## src/rtl/fetch_prefetch_unit_if.sv

```systemverilog
// Fetch-stage bundle: redirect input, instruction-memory request/response and
// decode-side valid/ready. The fetch unit takes the master side.
interface fetch_prefetch_unit_if #(
  parameter int ADDR_W = 32,
  parameter int DATA_W = 32,
  parameter int DEPTH  = 4
);
  localparam int OCC_W = $clog2(DEPTH + 1);

  logic              redirect_valid;
  logic [ADDR_W-1:0] redirect_pc;
  logic              imem_req;
  logic [ADDR_W-1:0] imem_addr;
  logic              imem_ready;
  logic              imem_rvalid;
  logic [DATA_W-1:0] imem_rdata;
  logic              inst_valid;
  logic [DATA_W-1:0] inst;
  logic [ADDR_W-1:0] inst_pc;
  logic              inst_ready;
  logic [OCC_W-1:0]  occupancy;

  modport master (
    input  redirect_valid, redirect_pc, imem_ready, imem_rvalid, imem_rdata, inst_ready,
    output imem_req, imem_addr, inst_valid, inst, inst_pc, occupancy
  );

  modport slave (
    output redirect_valid, redirect_pc, imem_ready, imem_rvalid, imem_rdata, inst_ready,
    input  imem_req, imem_addr, inst_valid, inst, inst_pc, occupancy
  );
endinterface

```

## src/rtl/fetch_prefetch_unit.sv

```systemverilog
// Instruction-fetch stage: issues sequential word fetches under a credit limit,
// buffers in-order responses in a prefetch queue, and flushes on redirect.
module fetch_prefetch_unit #(
  parameter int                ADDR_W   = 32,
  parameter int                DATA_W   = 32,
  parameter int                DEPTH    = 4,
  parameter logic [ADDR_W-1:0] RESET_PC = 32'h0000_0000
) (
  input  logic                  clk,
  input  logic                  reset,
  fetch_prefetch_unit_if.master bus
);
  localparam int OCC_W = $clog2(DEPTH + 1);
  localparam int PTR_W = (DEPTH > 1) ? $clog2(DEPTH) : 1;

  logic [ADDR_W-1:0] fetch_pc_reg, fetch_pc_next;
  logic [ADDR_W-1:0] resp_pc_reg, resp_pc_next;
  logic [PTR_W-1:0]  rd_ptr_reg, rd_ptr_next;
  logic [PTR_W-1:0]  wr_ptr_reg, wr_ptr_next;
  logic [OCC_W-1:0]  count_reg, count_next;
  logic [OCC_W-1:0]  outstanding_reg, outstanding_next;
  logic [OCC_W-1:0]  drop_cnt_reg, drop_cnt_next;

  logic [ADDR_W-1:0] pc_mem   [DEPTH];
  logic [DATA_W-1:0] inst_mem [DEPTH];

  logic              accept;
  logic              resp_ok;
  logic              drop;
  logic              push;
  logic              pop;
  logic [OCC_W:0]    credit_used;
  logic [ADDR_W-1:0] target_pc;
  logic              unused_low_bits;

  function automatic logic [PTR_W-1:0] ptr_inc(input logic [PTR_W-1:0] p);
    return (p == PTR_W'(DEPTH - 1)) ? '0 : p + PTR_W'(1);
  endfunction

  assign target_pc       = {bus.redirect_pc[ADDR_W-1:2], 2'b00};
  assign unused_low_bits = &{1'b0, bus.redirect_pc[1:0]};

  // Every queued entry or in-flight request holds one slot, so a push can never overflow.
  assign credit_used  = {1'b0, count_reg} + {1'b0, outstanding_reg};
  assign bus.imem_req = !reset && !bus.redirect_valid && (credit_used < (OCC_W+1)'(DEPTH));
  assign bus.imem_addr = fetch_pc_reg;

  assign accept  = bus.imem_req && bus.imem_ready;
  assign resp_ok = bus.imem_rvalid && (outstanding_reg != '0);
  assign drop    = resp_ok && (drop_cnt_reg != '0);
  assign push    = resp_ok && !drop;
  assign pop     = bus.inst_valid && bus.inst_ready;

  assign bus.inst_valid = (count_reg != '0);
  assign bus.inst       = inst_mem[rd_ptr_reg];
  assign bus.inst_pc    = pc_mem[rd_ptr_reg];
  assign bus.occupancy  = count_reg;

  always_comb begin
    fetch_pc_next    = fetch_pc_reg;
    resp_pc_next     = resp_pc_reg;
    rd_ptr_next      = rd_ptr_reg;
    wr_ptr_next      = wr_ptr_reg;
    count_next       = count_reg;
    drop_cnt_next    = drop_cnt_reg;
    outstanding_next = outstanding_reg + OCC_W'(accept) - OCC_W'(resp_ok);

    if (bus.redirect_valid) begin
      // Whatever is still in flight after this cycle belongs to the old path.
      fetch_pc_next = target_pc;
      resp_pc_next  = target_pc;
      rd_ptr_next   = '0;
      wr_ptr_next   = '0;
      count_next    = '0;
      drop_cnt_next = outstanding_next;
    end else begin
      if (accept) begin
        fetch_pc_next = fetch_pc_reg + ADDR_W'(4);
      end
      if (push) begin
        resp_pc_next = resp_pc_reg + ADDR_W'(4);
        wr_ptr_next  = ptr_inc(wr_ptr_reg);
      end
      if (pop) begin
        rd_ptr_next = ptr_inc(rd_ptr_reg);
      end
      if (drop) begin
        drop_cnt_next = drop_cnt_reg - OCC_W'(1);
      end
      count_next = count_reg + OCC_W'(push) - OCC_W'(pop);
    end
  end

  always_ff @(posedge clk) begin
    if (reset) begin
      fetch_pc_reg    <= RESET_PC;
      resp_pc_reg     <= RESET_PC;
      rd_ptr_reg      <= '0;
      wr_ptr_reg      <= '0;
      count_reg       <= '0;
      outstanding_reg <= '0;
      drop_cnt_reg    <= '0;
    end else begin
      fetch_pc_reg    <= fetch_pc_next;
      resp_pc_reg     <= resp_pc_next;
      rd_ptr_reg      <= rd_ptr_next;
      wr_ptr_reg      <= wr_ptr_next;
      count_reg       <= count_next;
      outstanding_reg <= outstanding_next;
      drop_cnt_reg    <= drop_cnt_next;
    end
  end

  // Queue storage carries no reset; count alone decides which entries are live.
  always_ff @(posedge clk) begin
    if (!reset && push && !bus.redirect_valid) begin
      pc_mem[wr_ptr_reg]   <= resp_pc_reg;
      inst_mem[wr_ptr_reg] <= bus.imem_rdata;
    end
  end
endmodule

```

## src/flat_wrapper.sv

```systemverilog
// flat-port wrapper written by rule: the top's interface ports become plain ports
module fetch_prefetch_unit_flat 
#(
  parameter int                ADDR_W   = 32,
  parameter int                DATA_W   = 32,
  parameter int                DEPTH    = 4,
  parameter logic [ADDR_W-1:0] RESET_PC = 32'h0000_0000
)
  (clk, reset, bus_redirect_valid, bus_redirect_pc, bus_imem_ready, bus_imem_rvalid, bus_imem_rdata, bus_inst_ready, bus_imem_req, bus_imem_addr, bus_inst_valid, bus_inst, bus_inst_pc, bus_occupancy);
  fetch_prefetch_unit_if #(.ADDR_W(ADDR_W), .DATA_W(DATA_W), .DEPTH(DEPTH)) bus_i ();
  input  logic clk;
  input  logic reset;
  input wire logic [$bits(bus_i.redirect_valid)-1:0] bus_redirect_valid;
  input wire logic [$bits(bus_i.redirect_pc)-1:0] bus_redirect_pc;
  input wire logic [$bits(bus_i.imem_ready)-1:0] bus_imem_ready;
  input wire logic [$bits(bus_i.imem_rvalid)-1:0] bus_imem_rvalid;
  input wire logic [$bits(bus_i.imem_rdata)-1:0] bus_imem_rdata;
  input wire logic [$bits(bus_i.inst_ready)-1:0] bus_inst_ready;
  output wire logic [$bits(bus_i.imem_req)-1:0] bus_imem_req;
  output wire logic [$bits(bus_i.imem_addr)-1:0] bus_imem_addr;
  output wire logic [$bits(bus_i.inst_valid)-1:0] bus_inst_valid;
  output wire logic [$bits(bus_i.inst)-1:0] bus_inst;
  output wire logic [$bits(bus_i.inst_pc)-1:0] bus_inst_pc;
  output wire logic [$bits(bus_i.occupancy)-1:0] bus_occupancy;
  assign bus_i.redirect_valid = bus_redirect_valid;
  assign bus_i.redirect_pc = bus_redirect_pc;
  assign bus_i.imem_ready = bus_imem_ready;
  assign bus_i.imem_rvalid = bus_imem_rvalid;
  assign bus_i.imem_rdata = bus_imem_rdata;
  assign bus_i.inst_ready = bus_inst_ready;
  assign bus_imem_req = bus_i.imem_req;
  assign bus_imem_addr = bus_i.imem_addr;
  assign bus_inst_valid = bus_i.inst_valid;
  assign bus_inst = bus_i.inst;
  assign bus_inst_pc = bus_i.inst_pc;
  assign bus_occupancy = bus_i.occupancy;
  fetch_prefetch_unit #(.ADDR_W(ADDR_W), .DATA_W(DATA_W), .DEPTH(DEPTH), .RESET_PC(RESET_PC)) u_core (.clk(clk), .reset(reset), .bus(bus_i));
endmodule
```

## config.mk

```make
export PLATFORM = sky130hd
export DESIGN_NAME = fetch_prefetch_unit_flat
export DESIGN_NICKNAME = d
export VERILOG_FILES = /design/src/rtl/fetch_prefetch_unit_if.sv /design/src/rtl/fetch_prefetch_unit.sv /design/src/flat_wrapper.sv
export SDC_FILE = /design/constraint.sdc
export NUM_CORES = 1
export LEC_CHECK = 0
export BUFFER_PORTS_ARGS = -buffer_cell sky130_fd_sc_hd__buf_2
export CAP_MARGIN = 20
export CORE_ASPECT_RATIO = 0.8
export CORE_MARGIN = 1
export CORE_UTILIZATION = 58
export DETAILED_ROUTE_END_ITERATION = 16
export GPL_TIMING_DRIVEN = 0
export PLACE_DENSITY = 0.8
export SLEW_MARGIN = 0
export SYNTH_ARGS = -nofsm -noshare
export SYNTH_HDL_FRONTEND = slang
export SYNTH_SLANG_ARGS = --single-unit
```

## constraint.sdc

```tcl
create_clock -name clk -period 3.9 [get_ports clk]
set_input_delay 0.195 -clock clk [delete_from_list [all_inputs] [get_ports clk]]
set_output_delay 0.195 -clock clk [all_outputs]
set_load 0.02 [all_outputs]
```

* After elaboration in Yosys (flattened, before gate mapping) *
Memory sizes are Yosys's and may differ from the RTL's. A register that Yosys moved wholly into a read port is not among the register bits.
Cells that the tools add are included.

word-level totals
  register bits after elaboration = 77
  memory bits (writable) = 256
  input port bits = 70
  output and inout bits = 101
  word-level logic and storage cells = 57
  memories kept = 2

cells by class
  add/sub/neg operators = 10
  magnitude comparators = 1
  equal/unequal tests = 2
  mux-type cells = 14
  reduce and logical (&&, ||, !) cells = 19

memory list
  memory           depth  bits a word  read ports  clocked after memory_dff  write ports  RTL line                   text
  u_core.inst_mem  4      32           1           1                         1            fetch_prefetch_unit.sv:25  logic [DATA_W-1:0] inst_mem [DEPTH];
  u_core.pc_mem    4      32           1           1                         1            fetch_prefetch_unit.sv:24  logic [ADDR_W-1:0] pc_mem [DEPTH];

operators with widths
  kind                                                                   number
  32-bit two-way mux                                                     4
  32-bit by 3-bit adder with 32-bit output (second input constant)       2
  2-bit two-way mux                                                      6
  1-bit logical AND                                                      9
  3-bit nonzero test                                                     3
  3-bit by 1-bit adder with 3-bit output                                 2
  3-bit two-way mux                                                      2
  2-bit nonzero test                                                     3
  3-bit by 1-bit subtractor with 3-bit output                            2
  2-bit by 1-bit adder with 2-bit output (second input constant)         2
  3-bit by 3-bit adder with 4-bit output                                 1
  2-bit == test (second input constant)                                  2
  4-bit by 3-bit < comparator with 1-bit output (second input constant)  1
  1-bit zero test                                                        3
  3-bit by 1-bit subtractor with 3-bit output (second input constant)    1
  1-bit two-way mux                                                      2
  2-bit OR reduction                                                     1

* Longest topological paths before layout *
Gate-level depths: netlist of run 1.

  word-level depth = 9
  mapped depth = 11
  mapped depth without buffers = 10

* Worst setup path before layout of run 1 *
No wires, ideal clock.

  kind = reg-to-reg
  from = register u_core.drop_cnt_reg[0]
  to = memory u_core.inst_mem[0][0] (enable)
  library setup time = 0.427 ns
  data arrival time = 2.761 ns
  required time = 3.473 ns
  slack = 0.712 ns
  stages on the path, launching flop included = 8
  buffers on the path = 2
  period minus slack after synthesis = 3.188 ns
  path through = dfxtp_1 -> inv_1 -> ha_1 -> nand2b_1 -> buf_2 -> nor2_1 -> clkbuf_1 -> and3_1

on the way
  word-level cells in the longest chain between the ends = 8

ends and longest elaborated chain
  element                                  RTL line                    text
  start: declaration                       fetch_prefetch_unit.sv:22   logic [OCC_W-1:0] drop_cnt_reg, drop_cnt_next;
  start signal: assignment                 fetch_prefetch_unit.sv:110  drop_cnt_reg <= drop_cnt_next;
  3-bit nonzero test                       fetch_prefetch_unit.sv:50   assign drop = resp_ok && (drop_cnt_reg != '0);
  1-bit logical AND                        fetch_prefetch_unit.sv:50
  1-bit zero test                          fetch_prefetch_unit.sv:51   assign push = resp_ok && !drop;
  1-bit logical AND                        fetch_prefetch_unit.sv:51
  1-bit logical AND (2 in a row)           fetch_prefetch_unit.sv:116  if (!reset && push && !bus.redirect_valid) begin
  1-bit two-way mux                        fetch_prefetch_unit.sv:116
  1-bit two-way mux (implied by the code)  fetch_prefetch_unit.sv:118  inst_mem[wr_ptr_reg] <= bus.imem_rdata;
  end: declaration                         fetch_prefetch_unit.sv:25

Every way passes these cells.

* Worst setup path after layout of run 1 *
  from = register u_core.outstanding_reg[1]
  to = register u_core.drop_cnt_reg[2]

on the way
  word-level cells in the longest chain between the ends = 7
  elaborated cells on any way between the ends = 11
  those cells by class = add/sub: 3; order compare: 1; mux: 1; reduce/logical: 6

ends and longest elaborated chain
  element                                        RTL line                    text
  start: declaration                             fetch_prefetch_unit.sv:21   logic [OCC_W-1:0] outstanding_reg, outstanding_next;
  start signal: assignment                       fetch_prefetch_unit.sv:109  outstanding_reg <= outstanding_next;
  3-bit by 3-bit adder with 4-bit output         fetch_prefetch_unit.sv:44   assign credit_used = {1'b0, count_reg} + {1'b0, outstanding_reg};
  4-bit by 3-bit < comparator with 1-bit output  fetch_prefetch_unit.sv:45   assign bus.imem_req = !reset && !bus.redirect_valid && (credit_used < (OCC_W+1)'(DEPTH));
  1-bit logical AND                              fetch_prefetch_unit.sv:45
  1-bit logical AND                              fetch_prefetch_unit.sv:48   assign accept = bus.imem_req && bus.imem_ready;
  3-bit by 1-bit adder with 3-bit output         fetch_prefetch_unit.sv:66   outstanding_next = outstanding_reg + OCC_W'(accept) - OCC_W'(resp_ok);
  3-bit by 1-bit subtractor with 3-bit output    fetch_prefetch_unit.sv:66
  3-bit two-way mux                              fetch_prefetch_unit.sv:68   if (bus.redirect_valid) begin

Parallel ways exist; a longest one is shown, timed or not.
A chain may end at the register's enable or synchronous reset.

==> load_flow_metrics.sql, run 1 <==
INSERT INTO impl_metrics (metric_group, metric, value, unit) VALUES
('global_routing', 'grt_pass1_wl', '45.3', 'mm'),
('layout', 'area.growth.synth_to_final', '22.1', '%'),
('sta', 'layout_min_cycle_time', '3.04', 'ns'),
('power', 'power.share.switching', '24.1', '%'),
('sta', 'max_slew.worst_pin.slew', '0.885', 'ns'),
('synthesis', 'synth-main-ff-cell', 'sky130_fd_sc_hd__edfxtp_1', ''),
('critical_path', 'critPathCaptureType', 'register', ''),
('synthesis', 'synth_async_sr_flop_share', '0', '%'),
('placement', 'place_hpwl', '19.5', 'mm'),
('drt', 'dr_iter_0_viols', '896', ''),
('power', 'p_comb_share', '12.3', '%'),
('critical_path', 'crit_path_max_fanout', '10', ''),
('clock_tree', 'clock-root-buffer', 'sky130_fd_sc_hd__clkbuf_16', ''),
('placement', 'placement.io_buffers', '162', ''),
('global_routing', 'global_route_total_usage_across_every_layer', '25.8', '%'),
('layout', 'layout_top_registers', 'u_core.inst_mem x128, u_core.pc_mem x120', ''),
('sta', 'worst_clock_skew', '0.0174', 'ns'),
('clock_tree', 'cts-buffers-inserted', '31', ''),
('layout', 'largest_register_ffs', '128', ''),
('power', 'switching_power', '1.90', 'mW'),
('global_routing', 'number_of_global_route_vias_before_repair', '8207', ''),
('layout', 'number_of_nets_in_the_finished_design', '1173', ''),
('sta', 'finalSetupViolations', '0', ''),
('sta', 'final-hold-violation-count', '0', ''),
('clock_tree', 'cts_htree_levels', '1', ''),
('drt', 'wire_per_inst', '20.8', 'um'),
('drt', 'drt.antenna.violating_nets', '0', ''),
('floorplanning', 'floorplan.core_area', '21900', 'um^2'),
('drt', 'drc', '0', ''),
('synthesis', 'number_of_synthesized_flops_with_an_enable_pin', '248', ''),
('run_status', 'status', 'finished clean', ''),
('critical_path', 'cp-start-kind', 'register', ''),
('power', 'cellPowerDensity', '492', 'nW/um^2'),
('synthesis', 'synth.avg_cell_area', '15.8', 'um^2'),
('sta', 'fmaxAchievable', '329', 'MHz'),
('drt', 'number_of_vias_per_cell', '5.94', ''),
('global_routing', 'initial_antenna_violation_count', '0', ''),
('clock_tree', 'post_cts_resized', '0', ''),
('critical_path', 'worst-endpoint-required', '4.30', 'ns'),
('synthesis', 'synthCells', '828', ''),
('power', 'maximum_vdd_ir_drop', '0.427', 'mV'),
('floorplanning', 'ios', '171', ''),
('layout', 'post_route_cells_drive_above_1_share', '28.6', '%'),
('power', 'p_seq_share', '50.3', '%'),
('global_routing', 'largest_net_degree_at_the_start_of_global_routing', '49', ''),
('sta', 'slew_headroom', '40.7', '%'),
('critical_path', 'critical_path_class', 'reg -> reg', ''),
('clock_tree', 'number_of_buffers_between_clock_root_and_the_deepest_sink', '3', ''),
('floorplanning', 'die-width', '170', 'um'),
('sta', 'rsz_0062_raised_after_global_routing', 'false', ''),
('floorplanning', 'die_height', '137', 'um'),
('sta', 'fin_setup_tns', '0', 'ns'),
('run', 'max_cap_viol_count', '0', ''),
('global_routing', 'gr-total-overflow', '0', ''),
('drt', 'routed-via-count', '8379', ''),
('layout', 'diodes', '0', ''),
('floorplanning', 'initial_core_util', '60.0', '%'),
('floorplanning', 'dieArea', '23200', 'um^2'),
('clock_tree', 'insertion_delay', '0.54', 'ns'),
('hold_path', 'hold_path_class', 'in -> reg', ''),
('power', 'power.share.clock', '37.4', '%'),
('synthesis', 'synth.cell_area', '13100', 'um^2'),
('power', 'internal_power', '5.97', 'mW'),
('drt', 'drt-pass1-iter-count', '6', ''),
('power', 'total_leakage_power', '5.64', 'nW'),
('sta', 'worst_hold_margin', '0.0504', 'ns'),
('synthesis', 'synthesis.yosys.warnings', '0', ''),
('layout', 'register_bank_with_the_most_flops', 'u_core.inst_mem', ''),
('clock_tree', 'cts_tree', 'yes', ''),
('clock_tree', 'numClockSinks', '323', ''),
('sta', 'finalCritPeriodShare', '77.9', '%'),
('placement', 'gpl.final_weighted_congestion', '0.881', ''),
('drt', 'final_wirelength', '29.4', 'mm'),
('clock_tree', 'path_clk_slew', '0.07', 'ns'),
('floorplanning', 'placement_rows', '48', ''),
('synthesis', 'ys_ff_latch', '323', ''),
('critical_path', 'critPathArrivalTime', '3.43', 'ns'),
('synthesis', 'synth_cell_type_count', '58', ''),
('sta', 'final_report_max_slew_violation_count', '0', ''),
('synthesis', 'seq_area_frac_synth', '68.2', '%');
==> area by class of cell <==
| type | count | area (um^2) |
|---|---|---|
| plain buffers | 42 | 191 |
| inverters | 25 | 95.1 |
| multi-input cells | 441 | 3910 |
| clock inverters | 16 | 161 |
| flip-flops and latches | 323 | 8950 |
| clock buffers | 41 | 853 |
| fillers | 1490 | 5850 |
| repair buffers | 222 | 1470 |
| well taps | 300 | 375 |
==> cell families (layout without fill, tap and decap cells) <==
| group | Yosys count | count (layout) | synth area share (%) |
|---|---|---|---|
| xor+xnor | 38 | 38 | 2.54 |
| buf+inv | 67 | 346 | 2.18 |
| other cells | 1 | 4 | 0.0286 |
| compound gates | 97 | 97 | 4.94 |
| simple gates | 213 | 213 | 8.84 |
| fa+ha+maj | 17 | 17 | 1.74 |
| flops | 323 | 323 | 68.2 |
| mux | 72 | 72 | 11.5 |
==> per-stage QoR <==
| stage | util, % | std cells | power, mW | cell area (um^2) | setup slack (ns) |
|---|---|---|---|---|---|
| 2_1_floorplan | - | 831 | 4.62 | 13100 | 0.712 |
| 3_5_place_dp | 66.0 | 1297 | 4.95 | 14400 | 0.953 |
| 6_report | 73.2 | 1410 | 7.87 | 16000 | 0.864 |
| 4_1_cts | 73.2 | 1410 | 7.92 | 16000 | 0.943 |
| 3_3_place_gp | 65.5 | 1293 | 4.91 | 14300 | -0.569 |
| 5_1_grt | 73.2 | 1410 | 8.14 | 16000 | 0.775 |
==> worst max-delay path: stages, from the launching register on <==
cell and delay (ns):
sky130_fd_sc_hd__dfxtp_1 0.44, sky130_fd_sc_hd__ha_1 0.29, sky130_fd_sc_hd__a311oi_2 0.33, sky130_fd_sc_hd__nand3_4 0.21, sky130_fd_sc_hd__clkinv_2 0.22, sky130_fd_sc_hd__buf_4 0.23
sky130_fd_sc_hd__buf_4 0.22, sky130_fd_sc_hd__ha_1 0.17, sky130_fd_sc_hd__inv_1 0.04, sky130_fd_sc_hd__fa_1 0.37, sky130_fd_sc_hd__xnor2_1 0.25, sky130_fd_sc_hd__a211oi_1 0.11
==> timing repair <==
action,CTS,global route
endpoints found under the hold margin,172,0
hold buffers,56,0
setup buffers,0,0
==> cell usage after synthesis, types with 2 or more instances <==
master / instances / area share, %
sky130_fd_sc_hd__a211oi_1: 21 / 1.2
sky130_fd_sc_hd__a21boi_0: 10 / 0.57
sky130_fd_sc_hd__a21oi_1: 30 / 1.1
sky130_fd_sc_hd__a2bb2oi_1: 2 / 0.13
sky130_fd_sc_hd__a31oi_1: 11 / 0.52
sky130_fd_sc_hd__and2_1: 7 / 0.33
sky130_fd_sc_hd__and3_1: 12 / 0.57
sky130_fd_sc_hd__and4_1: 2 / 0.13
sky130_fd_sc_hd__buf_1: 3 / 0.086
sky130_fd_sc_hd__buf_2: 9 / 0.34
sky130_fd_sc_hd__buf_4: 6 / 0.34
sky130_fd_sc_hd__clkbuf_1: 24 / 0.69
sky130_fd_sc_hd__dfxtp_1: 75 / 11
sky130_fd_sc_hd__edfxtp_1: 248 / 57
sky130_fd_sc_hd__fa_1: 2 / 0.31
sky130_fd_sc_hd__ha_1: 15 / 1.4
sky130_fd_sc_hd__inv_1: 23 / 0.66
sky130_fd_sc_hd__mux2_1: 4 / 0.34
sky130_fd_sc_hd__mux2_2: 5 / 0.43
sky130_fd_sc_hd__mux4_2: 62 / 11
sky130_fd_sc_hd__nand2_1: 52 / 1.5
sky130_fd_sc_hd__nand2_2: 2 / 0.095
sky130_fd_sc_hd__nand2b_1: 2 / 0.095
sky130_fd_sc_hd__nand3_1: 23 / 0.88
sky130_fd_sc_hd__nand3b_1: 3 / 0.17
sky130_fd_sc_hd__nand4_1: 27 / 1.3
sky130_fd_sc_hd__nand4_2: 3 / 0.29
sky130_fd_sc_hd__nor2_1: 48 / 1.4
sky130_fd_sc_hd__nor2b_1: 2 / 0.095
sky130_fd_sc_hd__nor3_1: 11 / 0.42
sky130_fd_sc_hd__nor4_1: 2 / 0.095
sky130_fd_sc_hd__nor4_2: 2 / 0.19
sky130_fd_sc_hd__nor4_4: 4 / 0.65
sky130_fd_sc_hd__o211ai_1: 3 / 0.17
sky130_fd_sc_hd__o21a_1: 3 / 0.17
sky130_fd_sc_hd__o21ai_0: 7 / 0.27
sky130_fd_sc_hd__o31a_1: 3 / 0.20
sky130_fd_sc_hd__or2_0: 3 / 0.14
sky130_fd_sc_hd__or3_1: 2 / 0.095
sky130_fd_sc_hd__xnor2_1: 14 / 0.93
sky130_fd_sc_hd__xor2_1: 24 / 1.6
==> power groups by stage <==
stage / combinational, mW / clock (mW) / sequential [mW]
2_1_floorplan: 0.603 / 0 / 4.02
3_3_place_gp: 0.887 / 0 / 4.03
3_5_place_dp: 0.918 / 0 / 4.03
4_1_cts: 0.968 / 2.99 / 3.96
5_1_grt: 1.05 / 3.11 / 3.97
6_report: 0.968 / 2.95 / 3.96
==> routing by layer <==
layer,wire [um],vias to the layer above,GRT usage (%)
met3,2190,60,3.79
li1,-,3735,-
met5,0,-,0
met2,14100,374,41.0
met4,579,0,6.36
met1,12500,4210,38.0
==> cell usage in the layout, fill, tap and decap left out, types with 4 or more instances in the layout <==
master	instances
sky130_fd_sc_hd__edfxtp_1	248
sky130_fd_sc_hd__buf_2	171
sky130_fd_sc_hd__dfxtp_1	75
sky130_fd_sc_hd__mux4_2	62
sky130_fd_sc_hd__dlygate4sd3_1	56
sky130_fd_sc_hd__nand2_1	52
sky130_fd_sc_hd__nor2_1	48
sky130_fd_sc_hd__clkbuf_16	31
sky130_fd_sc_hd__clkbuf_1	30
sky130_fd_sc_hd__a21oi_1	30
sky130_fd_sc_hd__nand4_1	27
sky130_fd_sc_hd__xor2_1	24
sky130_fd_sc_hd__inv_1	23
sky130_fd_sc_hd__nand3_1	23
sky130_fd_sc_hd__a211oi_1	21
sky130_fd_sc_hd__ha_1	15
sky130_fd_sc_hd__xnor2_1	14
sky130_fd_sc_hd__nor3_1	11
sky130_fd_sc_hd__a31oi_1	11
sky130_fd_sc_hd__a21boi_0	10
sky130_fd_sc_hd__clkinv_2	8
sky130_fd_sc_hd__and3_1	8
sky130_fd_sc_hd__and2_1	7
sky130_fd_sc_hd__o21ai_0	7
sky130_fd_sc_hd__buf_4	6
sky130_fd_sc_hd__mux2_2	5
sky130_fd_sc_hd__and3_4	4
sky130_fd_sc_hd__clkinv_1	4
sky130_fd_sc_hd__nor4_4	4
sky130_fd_sc_hd__mux2_1	4
sky130_fd_sc_hd__conb_1	4
sky130_fd_sc_hd__clkbuf_8	4
==> final timing paths <==
kind | cells after the start | slack [ns] | to | from
setup / recovery | 11 | 0.86 | u_core.drop_cnt_reg[2] | u_core.outstanding_reg[1]
hold / removal | 4 | 0.05 | u_core.resp_pc_reg[2] | bus_redirect_pc[2]
setup reg to reg | 11 | 0.86 | u_core.drop_cnt_reg[2] | u_core.outstanding_reg[1]
hold reg to reg | 2 | 0.49 | u_core.rd_ptr_reg[1] | u_core.rd_ptr_reg[1]
Note: power is estimated with default switching activity, not from simulation.
==> inputs of run 2 (changes only) <==
- clock period: 3.9 -> 2.81 ns (I/O delays scaled with it)
==> run 2 against run 1 <==
Against the previous run:
- first-iteration DRC count shrank 16%
- critical path type is now reg -> out
- critical endpoint is now bus_inst_pc[29]
- sequential share of layout area is essentially flat
- count of clock-buffer cells in the layout shrank 8
- largest power group unchanged
- final cell count shrank 0.14%
==> load_flow_metrics.sql, run 2 (synthesized netlist as in run 1, its figures left out) <==
INSERT INTO impl_metrics (metric_group, metric, value, unit) VALUES
('run_status', 'status', 'finished clean', ''),
('clock_tree', 'cts_htree_levels', '1', ''),
('layout', 'mostFrequentLayoutCells', 'sky130_fd_sc_hd__edfxtp_1 (248), sky130_fd_sc_hd__buf_2 (171), sky130_fd_sc_hd__dfxtp_1 (73), sky130_fd_sc_hd__mux4_2 (62), sky130_fd_sc_hd__dlygate4sd3_1 (59)', ''),
('layout', 'diodes', '0', ''),
('sta', 'final_report_max_slew_violation_count', '0', ''),
('power', 'power', '10.8', 'mW'),
('layout', 'area.growth.synth_to_final', '22.1', '%'),
('drt', 'final_wirelength', '29.3', 'mm'),
('clock_tree', 'numClockSinks', '323', ''),
('placement', 'placement.io_buffers', '162', ''),
('floorplanning', 'dieArea', '23200', 'um^2'),
('drt', 'wire_per_inst', '20.8', 'um'),
('power', 'maximum_vdd_ir_drop', '0.554', 'mV'),
('placement', 'dp_cells', '1297', ''),
('floorplanning', 'initial_core_util', '60.0', '%'),
('clock_tree', 'clock-root-buffer', 'sky130_fd_sc_hd__clkbuf_16', ''),
('run', 'max_cap_viol_count', '0', ''),
('layout', 'final_cell_count_no_fill', '1408', ''),
('floorplanning', 'placement_rows', '48', ''),
('clock_tree', 'cts-buffers-inserted', '29', ''),
('layout', 'register_bank_with_the_most_flops', 'u_core.inst_mem', ''),
('global_routing', 'gr-total-overflow', '0', ''),
('layout', 'largest_register_ffs', '128', ''),
('drt', 'routed-via-count', '8257', ''),
('drt', 'number_of_vias_per_cell', '5.86', ''),
('sta', 'slew_headroom', '56.9', '%'),
('hold_path', 'hold_path_class', 'in -> reg', ''),
('critical_path', 'cp-start-kind', 'register', ''),
('drt', 'drt.antenna.violating_nets', '0', ''),
('layout', 'layout.cells.most_common', 'sky130_fd_sc_hd__edfxtp_1', ''),
('layout', 'number_of_nets_in_the_finished_design', '1172', ''),
('drt', 'drc', '0', ''),
('global_routing', 'global_route_total_usage_across_every_layer', '25.6', '%'),
('clock_tree', 'insertion_delay', '0.55', 'ns'),
('sta', 'finalCritPeriodShare', '94.4', '%'),
('critical_path', 'critPathArrivalTime', '2.51', 'ns'),
('sta', 'setup_ws', '0.157', 'ns'),
('floorplanning', 'ios', '171', ''),
('sta', 'rsz_0062_raised_after_global_routing', 'false', ''),
('sta', 'max_slew.worst_pin.slew', '0.641', 'ns'),
('drt', 'drt-pass1-iter-count', '5', ''),
('clock_tree', 'path_clk_slew', '0.07', 'ns'),
('floorplanning', 'die_height', '137', 'um'),
('floorplanning', 'floorplan.core_area', '21900', 'um^2'),
('sta', 'finalSetupViolations', '0', ''),
('sta', 'layout_min_cycle_time', '2.65', 'ns'),
('power', 'cellPowerDensity', '676', 'nW/um^2'),
('placement', 'gpl.final_weighted_congestion', '0.868', ''),
('drt', 'dr_iter_0_viols', '757', ''),
('global_routing', 'grt_pass1_wl', '44.5', 'mm'),
('critical_path', 'critPathCaptureType', 'output pin', ''),
('critical_path', 'worst-endpoint-required', '2.67', 'ns'),
('layout', 'filler_cell_count', '1414', ''),
('sta', 'worst_clock_skew', '0.0198', 'ns'),
('sta', 'final-hold-violation-count', '0', ''),
('placement', 'worst_setup_slack_before_clock_tree_synthesis', '-0.104', 'ns'),
('layout', 'layout_top_registers', 'u_core.inst_mem x128, u_core.pc_mem x120', ''),
('clock_tree', 'number_of_buffers_between_clock_root_and_the_deepest_sink', '3', ''),
('global_routing', 'number_of_global_route_vias_before_repair', '8022', ''),
('clock_tree', 'cts_tree', 'yes', ''),
('layout', 'post_route_cells_drive_above_1_share', '28.8', '%'),
('floorplanning', 'die-width', '170', 'um'),
('critical_path', 'critical_path_class', 'reg -> out', ''),
('global_routing', 'largest_net_degree_at_the_start_of_global_routing', '55', ''),
('critical_path', 'crit_path_max_fanout', '10', ''),
('power', 'total_leakage_power', '5.62', 'nW'),
('placement', 'place_hpwl', '19.3', 'mm'),
('global_routing', 'initial_antenna_violation_count', '0', ''),
('sta', 'fmaxAchievable', '377', 'MHz');
-- run 2: cell count changes in the layout (fill, tap and decap cells not counted), sizes merged, moves of 2 or more --
cell / delta
clkinvlp: +2
clkinv: +3
clkbuf: -9
dlygate4sd3: +3
-- run 2: repair_timing --
item	4_1_cts	5_1_grt
pin swaps	1	1
endpoints found under the setup margin	59	11
hold endpoints to repair	182	0
resized for setup	3	3
buffers inserted	1	0
hold buffers	59	0
-- run 2: worst max-delay path, stage by stage, from the launching register on --
cell                      delay [ns]
sky130_fd_sc_hd__dfxtp_1        0.73
sky130_fd_sc_hd__buf_2          0.45
sky130_fd_sc_hd__mux4_2         0.59
sky130_fd_sc_hd__buf_2          0.18
-- run 2: per-stage QoR --
step | setup TNS [ns] | area (um^2) | hold slack (ns) | util, %
detailed placement | -0.348 | 14400 | 0.357 | 66.1
floorplan | 0 | 13100 | 0.239 | -
global placement | -131.34 | 14300 | 0.355 | 65.5
CTS | 0 | 16000 | 0.00480 | 73.3
finish | 0 | 16000 | 0.0109 | 73.2
global route | 0 | 16000 | 0.0109 | 73.2
-- run 2: final timing paths --
kind | cells after the start | slack [ns] | startpoint | to
setup / recovery | 3 | 0.16 | register | bus_inst_pc[29]
hold / removal | 4 | 0.01 | bus_redirect_pc[30] | u_core.bus.imem_addr[30]
setup reg to reg | 10 | 0.16 | u_core.bus.occupancy[1] | u_core.drop_cnt_reg[1]
hold reg to reg | 2 | 0.49 | u_core.rd_ptr_reg[1] | register
-- run 2: power breakdown --
| group | switching, mW | internal [mW] |
|---|---|---|
| combinational | 0.781 | 0.570 |
| sequential | 0.181 | 5.33 |
| clock | 1.66 | 2.30 |
-- run 2: area by class of cell --
cell class,instances,area (um^2),area share (%)
plain buffers,39,178,1.11
clock buffers,33,761,4.75
clock inverters,21,206,1.29
inverters,25,98.8,0.617
multi-input cells,441,3920,24.5
flip-flops and latches,323,8950,55.9
well taps,300,375,2.34
repair buffers,226,1520,9.49
-- run 2: layer usage --
metal | share of wire [%] | routed length (um) | GRT usage (%)
met5 | 0 | 0 | 0
met4 | 2.4 | 711 | 7.31
met3 | 8.2 | 2400 | 5.03
met2 | 47 | 13900 | 40.3
met1 | 42 | 12300 | 36.7
